$ cat src/rtl/imm_field_decode.sv
// rtl/imm_field_decode.sv - RV32I immediate field slicer with 2-entry skid buffer.
// Optional U/J immediate support is enabled by defining IMM_DECODE_UJ_EN.
module imm_field_decode #(
  parameter int PC_W = 32
) (
  input  logic            clk,
  input  logic            rst,
  input  logic            flush,
  input  logic            in_valid,
  output logic            in_ready,
  input  logic [31:0]     in_instr,
  input  logic [PC_W-1:0] in_pc,
  output logic            out_valid,
  input  logic            out_ready,
  output logic [PC_W-1:0] out_pc,
  output logic [31:0]     out_instr,
  output logic [4:0]      iimm_shamt,
  output logic [11:0]     iimm,
  output logic [11:0]     simm,
  output logic [11:0]     bimm,
  output logic [19:0]     uimm,
  output logic [19:0]     jimm,
  output logic [2:0]      ext_op,
  output logic            illegal
);

  typedef struct packed {
    logic [PC_W-1:0] pc;
    logic [31:0]     instr;
    logic [4:0]      shamt;
    logic [11:0]     iimm;
    logic [11:0]     simm;
    logic [11:0]     bimm;
    logic [19:0]     uimm;
    logic [19:0]     jimm;
    logic [2:0]      ext_op;
    logic            illegal;
  } word_t;

  typedef enum logic [1:0] {EMPTY, ONE, TWO} state_t;

  state_t state;
  word_t  dec;
  word_t  entry0;
  word_t  entry1;
  logic   out_valid_q;
  logic   in_ready_q;
  logic   accept;
  logic   deliver;

  always_comb begin
    dec         = '0;
    dec.pc      = in_pc;
    dec.instr   = in_instr;
    dec.shamt   = in_instr[24:20];
    dec.iimm    = in_instr[31:20];
    dec.simm    = {in_instr[31:25], in_instr[11:7]};
    dec.bimm    = {in_instr[31], in_instr[7], in_instr[30:25], in_instr[11:8]};
`ifdef IMM_DECODE_UJ_EN
    dec.uimm    = in_instr[31:12];
    dec.jimm    = {in_instr[31], in_instr[19:12], in_instr[20], in_instr[30:21]};
`endif
    case (in_instr[6:0])
      7'b0010011: dec.ext_op = (in_instr[13:12] == 2'b01) ? 3'b011 : 3'b010;
      7'b0000011,
      7'b1100111: dec.ext_op = 3'b010;
      7'b0100011: dec.ext_op = 3'b001;
      7'b1100011: dec.ext_op = 3'b100;
`ifdef IMM_DECODE_UJ_EN
      7'b0110111,
      7'b0010111: dec.ext_op = 3'b101;
      7'b1101111: dec.ext_op = 3'b110;
`else
      // Extender without U/J support decodes 000 to an immediate of 0.
      7'b0110111,
      7'b0010111,
      7'b1101111: dec.ext_op = 3'b000;
`endif
      7'b0110011,
      7'b0001111,
      7'b1110011: dec.ext_op = 3'b000;
      default:    dec.illegal = 1'b1;
    endcase
  end

  assign accept  = in_valid & in_ready_q;
  assign deliver = out_valid_q & out_ready;

  always_ff @(posedge clk) begin
    if (rst) begin
      state       <= EMPTY;
      out_valid_q <= 1'b0;
      in_ready_q  <= 1'b1;
      entry0      <= '0;
      entry1      <= '0;
    end else if (flush) begin
      state       <= EMPTY;
      out_valid_q <= 1'b0;
      in_ready_q  <= 1'b1;
    end else begin
      case (state)
        EMPTY: begin
          if (accept) begin
            entry0      <= dec;
            state       <= ONE;
            out_valid_q <= 1'b1;
          end
        end
        ONE: begin
          if (accept && deliver) begin
            entry0 <= dec;
          end else if (accept) begin
            entry1     <= dec;
            state      <= TWO;
            in_ready_q <= 1'b0;
          end else if (deliver) begin
            state       <= EMPTY;
            out_valid_q <= 1'b0;
          end
        end
        TWO: begin
          if (deliver) begin
            entry0     <= entry1;
            state      <= ONE;
            in_ready_q <= 1'b1;
          end
        end
        default: begin
          state       <= EMPTY;
          out_valid_q <= 1'b0;
          in_ready_q  <= 1'b1;
        end
      endcase
    end
  end

  assign in_ready   = in_ready_q;
  assign out_valid  = out_valid_q;
  assign out_pc     = entry0.pc;
  assign out_instr  = entry0.instr;
  assign iimm_shamt = entry0.shamt;
  assign iimm       = entry0.iimm;
  assign simm       = entry0.simm;
  assign bimm       = entry0.bimm;
  assign uimm       = entry0.uimm;
  assign jimm       = entry0.jimm;
  assign ext_op     = entry0.ext_op;
  assign illegal    = entry0.illegal;

endmodule

$ cat config.mk
export PLATFORM = sky130hd
export DESIGN_NAME = imm_field_decode
export DESIGN_NICKNAME = d
export VERILOG_FILES = /design/src/rtl/imm_field_decode.sv
export SDC_FILE = /design/constraint.sdc
export NUM_CORES = 1
export LEC_CHECK = 0
export BUFFER_PORTS_ARGS = -buffer_cell sky130_fd_sc_hd__clkbuf_2
export CAP_MARGIN = 20
export CORE_MARGIN = 2
export CORE_UTILIZATION = 35
export CTS_CLUSTER_DIAMETER = 80
export DETAILED_ROUTE_END_ITERATION = 10
export SYNTH_ARGS = -nofsm -noshare
export SYNTH_HDL_FRONTEND = slang
export SYNTH_SLANG_ARGS = --single-unit
$ cat constraint.sdc
create_clock -name clk -period 1.8 [get_ports clk]
set_input_delay 0.27 -clock clk [delete_from_list [all_inputs] [get_ports clk]]
set_output_delay 0.27 -clock clk [all_outputs]
set_load 0.03 [all_outputs]
==> impl_metrics.json, run 1 <==
{
  "outcome": "finished clean",
  "final_layout_size_suffix_gt1_share_pct": 34.5,
  "core-area_sq_um": 18800,
  "overflow_left_after_global_routing": 0,
  "finalCoreUtilization_pct": 43.7,
  "cts-buffers-inserted": 17,
  "final.setup_skew_ns": 0.0108,
  "first_global_vias": 4989,
  "htreeDepth": 4,
  "required_ns": 2.13,
  "post_synth_inst_count": 797,
  "place.detailed.hpwl_mm": 10.3,
  "worstHoldPathType": "in2reg",
  "beginning_of_the_critical_path": "state[1]",
  "synth_warnings": 0,
  "synth_cell_types": 39,
  "die_x_um": 142,
  "global_route.usage.total_pct": 15.9,
  "cts_num_sinks": 140,
  "chipHeight_um": 142,
  "synthDominantCellAreaShare_pct": 41.8,
  "crit_path_end_kind": "flop",
  "cts.root.buffer_cell": "sky130_fd_sc_hd__clkbuf_16",
  "grt_antenna_before_repair": 0,
  "crit_path_max_fanout": 23,
  "cellLeakagePower_nw": 3.31,
  "dpl_worst_slack_ns": 0.0264,
  "hold_slack_final_ns": 0.0823,
  "pwr_density_cell_nw_per_um2": 1010,
  "start_kind": "flop",
  "report.final.slew_viol_count": 0,
  "post_synth.cell_area_avg_sq_um": 8.42,
  "tritoncts": "built",
  "antenna_left": 0,
  "ios": 220,
  "routed_wire_length_per_instance_um": 13.8,
  "synth_seq_area_share_pct": 41.8,
  "diodes": 0,
  "mappedNetlistArea_sq_um": 6710,
  "cp.arrival_ns": 2.00,
  "worst_skew_pair_later_pin_latency_ns": 0.42,
  "max_clock_freq_mhz": 600,
  "max_cap_viol_count": 0,
  "routed_wl_mm": 16.3,
  "fp-row-count": 50,
  "clkTransAtPathRegs_ns": 0.06,
  "portBuffers": 179,
  "timing.final.hold_violations": 0,
  "final_critical_delay_including_setup_and_external_delays_ns": 1.67,
  "unrepaired_setup_endpoints_after_global_routing": "no",
  "synthTopCellsByArea": "sky130_fd_sc_hd__dfxtp_1 42%, sky130_fd_sc_hd__nand2_1 15%, sky130_fd_sc_hd__a311oi_2 15%",
  "ws_path_type": "reg2reg",
  "synth_top_area_cell": "sky130_fd_sc_hd__dfxtp_1",
  "worst_hold_startpoint": "in_instr[21]",
  "drt-pass1-iter-count": 4,
  "setup-tns-final_ns": 0,
  "finalWeightedCongestion": 0.744,
  "maximum_number_of_pins_on_one_net_before_global_route_repair": 69,
  "fillerInstances": 1881,
  "via_per_inst": 4.72,
  "drtIter0Drc": 284,
  "finalSetupViolCount": 0,
  "finish.net_count": 1001,
  "final_cell_mix": "266 x sky130_fd_sc_hd__nand2_1, 178 x sky130_fd_sc_hd__clkbuf_2, 136 x sky130_fd_sc_hd__dfxtp_1",
  "fp.dieArea_sq_um": 20300,
  "flops_latches_synth": 140,
  "critical_path.reg2reg.startpoint": "state[1]",
  "detailroute.via_count": 5570,
  "first_pass_grt_wire_length_mm": 25.7,
  "initial_utilization_pct": 35.8,
  "route.detailed.drc": 0,
  "vdd_ir_drop_max_v": 0.000634,
  "layout.cells.most_common": "sky130_fd_sc_hd__nand2_1",
  "final_period_utilization_pct": 92.6,
  "syn_to_final_growth_pct": 22.2,
  "fin_worst_setup_slack_ns": 0.133,
  "clk_path_buf_depth": 2
}
-- final cells by class --
class | count | area (sq um) | share of cell area, %
multi-input cells | 554 | 3120 | 38.0
flip-flops and latches | 140 | 2810 | 34.2
repair buffers | 217 | 1380 | 16.8
clock buffers | 19 | 433 | 5.28
well taps | 234 | 293 | 3.57
clock inverters | 13 | 165 | 2.01
inverters | 2 | 7.51 | 0.0915
-- flip-flops by register name, indices dropped and copies added, names as in the netlist --
signal / flops
illegal: 1
in_ready: 1
state: 2
out_instr: 32
ext_op: 3
out_pc: 32
out_valid: 1
entry1: 68
-- logic make-up after synthesis --
| kind of cell | after synthesis | share of synthesized area [%] |
|---|---|---|
| buffers and inverters | 142 | 14.2 |
| muxes | 1 | 0.149 |
| and+or+nand+nor | 358 | 21.3 |
| other | 1 | 0.0559 |
| xor gates and xnor gates | 1 | 0.131 |
| DFF | 140 | 41.8 |
| AOI/OAI and AO/OA | 154 | 22.4 |
-- Yosys cell counts, drive strengths merged --
master,count
nand2,266
dfxtp,140
buf,103
nor2,72
a21oi,69
a311oi,66
clkbuf,37
nand3b,6
o21ai,4
a211oi,3
a21boi,3
nand4b,3
a2111oi,2
and2,2
inv,2
nand2b,2
nor2b,2
o22ai,2
a211o,1
a2bb2oi,1
conb,1
mux2i,1
nand4bb,1
nor3b,1
nor4,1
o21bai,1
o221ai,1
o32ai,1
or2,1
or3,1
xor2,1
-- per-layer routing --
metal / up-vias / part of all wire [%] / global-route usage (%)
met2: 168 / 47 / 25.4
met3: 13 / 5.1 / 3.94
met5: - / 0 / 0
met4: 0 / 1.3 / 5.42
met1: 2556 / 47 / 21.1
li1: 2833 / - / -
-- what timing repair did --
action	CTS	global route
gates resized for setup	0	6
hold buffers	0	0
setup endpoints to repair	0	78
buffers inserted	0	6
-- final timing paths --
kind / end / slack [ns] / cells past startpoint
worst max-delay path: out_pc[20] / 0.13 / 6
worst min-delay path: entry1[106] / 0.08 / 3
worst max register to register: out_pc[20] / 0.13 / 6
worst min register to register: entry1[89] / 0.45 / 2
-- critical path, cell delays in order, from the launching register on --
cell	delay [ns]
sky130_fd_sc_hd__dfxtp_2	0.34
sky130_fd_sc_hd__or2_1	0.26
sky130_fd_sc_hd__o32ai_4	0.31
sky130_fd_sc_hd__buf_6	0.19
sky130_fd_sc_hd__buf_12	0.17
sky130_fd_sc_hd__nor2_1	0.07
sky130_fd_sc_hd__a311oi_2	0.23
-- report_power, final --
group	internal [mW]	switching (mW)	total (mW)	leakage, nW
clock network	2.19	1.38	3.57	0.280
registers	3.24	0.0964	3.34	1.14
logic	0.447	0.959	1.41	1.89
total	5.88	2.44	8.31	3.31
-- through the flow --
step	instance area (sq um)	total power, mW	std cells
floorplan	6860	4.54	836
global placement	7490	4.78	1139
detailed placement	7490	4.79	1139
CTS	8090	8.40	1171
global route	8200	8.70	1179
finish	8200	8.31	1179
Note: power is estimated with default switching activity, not from simulation.
==> run 2, diff against run 1 <==
==> constraint.sdc (replaced) <==
create_clock -name clk -period 1.8 [get_ports clk]
set_input_delay 0.18 -clock clk [delete_from_list [all_inputs] [get_ports clk]]
set_output_delay 0.18 -clock clk [all_outputs]
set_load 0.03 [all_outputs]
==> impl_metrics.json, run 2 (same netlist as run 1, synthesis figures left out) <==
{
  "worstHoldPathType": "in2reg",
  "vdd_ir_drop_max_v": 0.000589,
  "detailroute.via_count": 5696,
  "pwr_density_cell_nw_per_um2": 957,
  "start_kind": "flop",
  "via_per_inst": 4.70,
  "grt_antenna_before_repair": 0,
  "worst_skew_pair_later_pin_latency_ns": 0.41,
  "cellLeakagePower_nw": 3.42,
  "first_global_vias": 5022,
  "die_x_um": 142,
  "ff2ff_setup_slack_ns": 0.11,
  "core-area_sq_um": 18800,
  "finalInstanceArea_sq_um": 8500,
  "dpl_worst_slack_ns": 0.0257,
  "first_pass_grt_wire_length_mm": 25.8,
  "syn_to_final_growth_pct": 26.6,
  "final_cell_mix": "266 x sky130_fd_sc_hd__nand2_1, 178 x sky130_fd_sc_hd__clkbuf_2, 138 x sky130_fd_sc_hd__dfxtp_1",
  "maximum_number_of_pins_on_one_net_before_global_route_repair": 52,
  "ios": 220,
  "crit_reg_reg_endpoint": "out_pc[20]",
  "route.detailed.drc": 0,
  "timing.reg2reg.worst_path_depth": 6,
  "crit_path_max_fanout": 24,
  "maxSlewHeadroom_pct": 63.9,
  "global_route.usage.total_pct": 16.2,
  "htreeDepth": 4,
  "whs_path_depth": 3,
  "drtIter0Drc": 223,
  "seqPwrFrac_pct": 41.0,
  "cts_num_sinks": 140,
  "tritoncts": "built",
  "cp.arrival_ns": 2.02,
  "power.combinational.fraction_pct": 17.9,
  "final.setup_skew_ns": 0.00738,
  "registers.top_by_ff_count": "entry1",
  "report.final.slew_viol_count": 0,
  "fp-row-count": 50,
  "max_cap_viol_count": 0,
  "worst_hold_startpoint": "in_pc[24]",
  "portBuffers": 179,
  "cts-buffers-inserted": 17,
  "fin_cells": 1212,
  "required_ns": 2.12,
  "outcome": "finished clean",
  "critical-path-max-stage-delay_ns": 0.37,
  "fin_worst_setup_slack_ns": 0.108,
  "fp.dieArea_sq_um": 20300,
  "clkTransAtPathRegs_ns": 0.06,
  "chipHeight_um": 142,
  "overflow_left_after_global_routing": 0,
  "layout.cells.most_common": "sky130_fd_sc_hd__nand2_1",
  "final_period_utilization_pct": 94.0,
  "critical_path.reg2reg.startpoint": "state[0]",
  "clock_power_share_pct": 41.1,
  "finalWeightedCongestion": 0.754,
  "cell_internal_pwr_mw": 5.76,
  "diodes": 0,
  "finalSetupViolCount": 0,
  "setup-tns-final_ns": 0,
  "netSwitchingFraction_pct": 29.1,
  "crit_path_end_kind": "flop",
  "max_slew.worst_pin.slew_ns": 0.541,
  "final_layout_size_suffix_gt1_share_pct": 31.6,
  "final_critical_delay_including_setup_and_external_delays_ns": 1.69,
  "antenna_left": 0,
  "timing.critical_path.slowest_stage_cell": "sky130_fd_sc_hd__o32ai_4",
  "place.detailed.hpwl_mm": 10.3,
  "critical_path.cell_chain": "a21boi_4 > o32ai_4 > buf_6 > buf_12 > nor2_1 > a311oi_2",
  "drt-pass1-iter-count": 5,
  "finalCoreUtilization_pct": 45.3,
  "placed_cells": 1133,
  "hold_slack_final_ns": 0.0211,
  "timing.final.hold_violations": 0,
  "routed_wire_length_per_instance_um": 13.5,
  "initial_utilization_pct": 35.8,
  "clk_path_buf_depth": 2,
  "ws_path_type": "reg2reg",
  "placedInstanceArea_sq_um": 7460,
  "worst_hold_path.endpoint": "entry1[141]",
  "total_power_consumption_mw": 8.13,
  "number_of_flip_flops_in_the_largest_register": 68,
  "max_clock_freq_mhz": 591,
  "cts.root.buffer_cell": "sky130_fd_sc_hd__clkbuf_16",
  "netSwitchingPower_mw": 2.37,
  "finish.net_count": 1035,
  "routed_wl_mm": 16.4
}
run 2: changes by cell type in the layout (fill, tap and decap cells not counted), sizes merged:
| cell | delta |
|---|---|
| buf | -10 |
| clkinvlp | -3 |
| clkinv | +1 |
| clkbuf | +4 |
| bufinv | -2 |
| inv | -3 |
| dlygate4sd3 | +46 |
run 2: layout make-up:
| class | instances | area, sq um |
|---|---|---|
| inverter | 2 | 7.51 |
| sequential | 140 | 2810 |
| multi-input combinational | 554 | 3120 |
| tap | 234 | 293 |
| clock buffer | 25 | 495 |
| fill | 1899 | 10300 |
| clock inverter | 6 | 61.3 |
| timing repair buffer | 251 | 1720 |
run 2: worst max-delay path by stage:
| stage | startpoint | to |
|---|---|---|
| after floorplan | out_valid | ext_op[0] |
| after global placement | state[1] | out_pc[21] |
| after detailed placement | state[1] | out_pc[20] |
| after CTS | state[1] | out_pc[20] |
| after global routing | out_valid | out_instr[30] |
| final | state[0] | out_pc[20] |
run 2: power by group through the flow:
stage	combinational [mW]	sequential [mW]	clock (mW)
after floorplan	0.923	3.62	0
after global placement	1.37	3.40	0
after detailed placement	1.38	3.40	0
after CTS	1.46	3.34	3.45
after global routing	1.56	3.35	3.61
final	1.45	3.33	3.34
run 2: metal layers:
layer / wire length (um) / vias to the layer above / track usage [%]
met4: 170 / 0 / 4.64
li1: - / 2899 / -
met2: 7840 / 134 / 26.7
met3: 586 / 10 / 3.90
met5: 0 / - / 0
met1: 7750 / 2653 / 21.1
run 2: repair_timing:
item | CTS | global route
setup endpoints to repair | 0 | 58
hold buffers | 46 | 0
resized for setup | 0 | 2
setup buffers | 0 | 2
endpoints found under the hold margin | 46 | 0
run 2: critical path, delay by kind of cell (launching register included):
| family | cells | cell delay, ns |
|---|---|---|
| AO/OA/AOI/OAI | 3 | 0.78 |
| buffers and inverters | 2 | 0.39 |
| flip-flops | 1 | 0.35 |
| AND/OR/NAND/NOR | 1 | 0.07 |
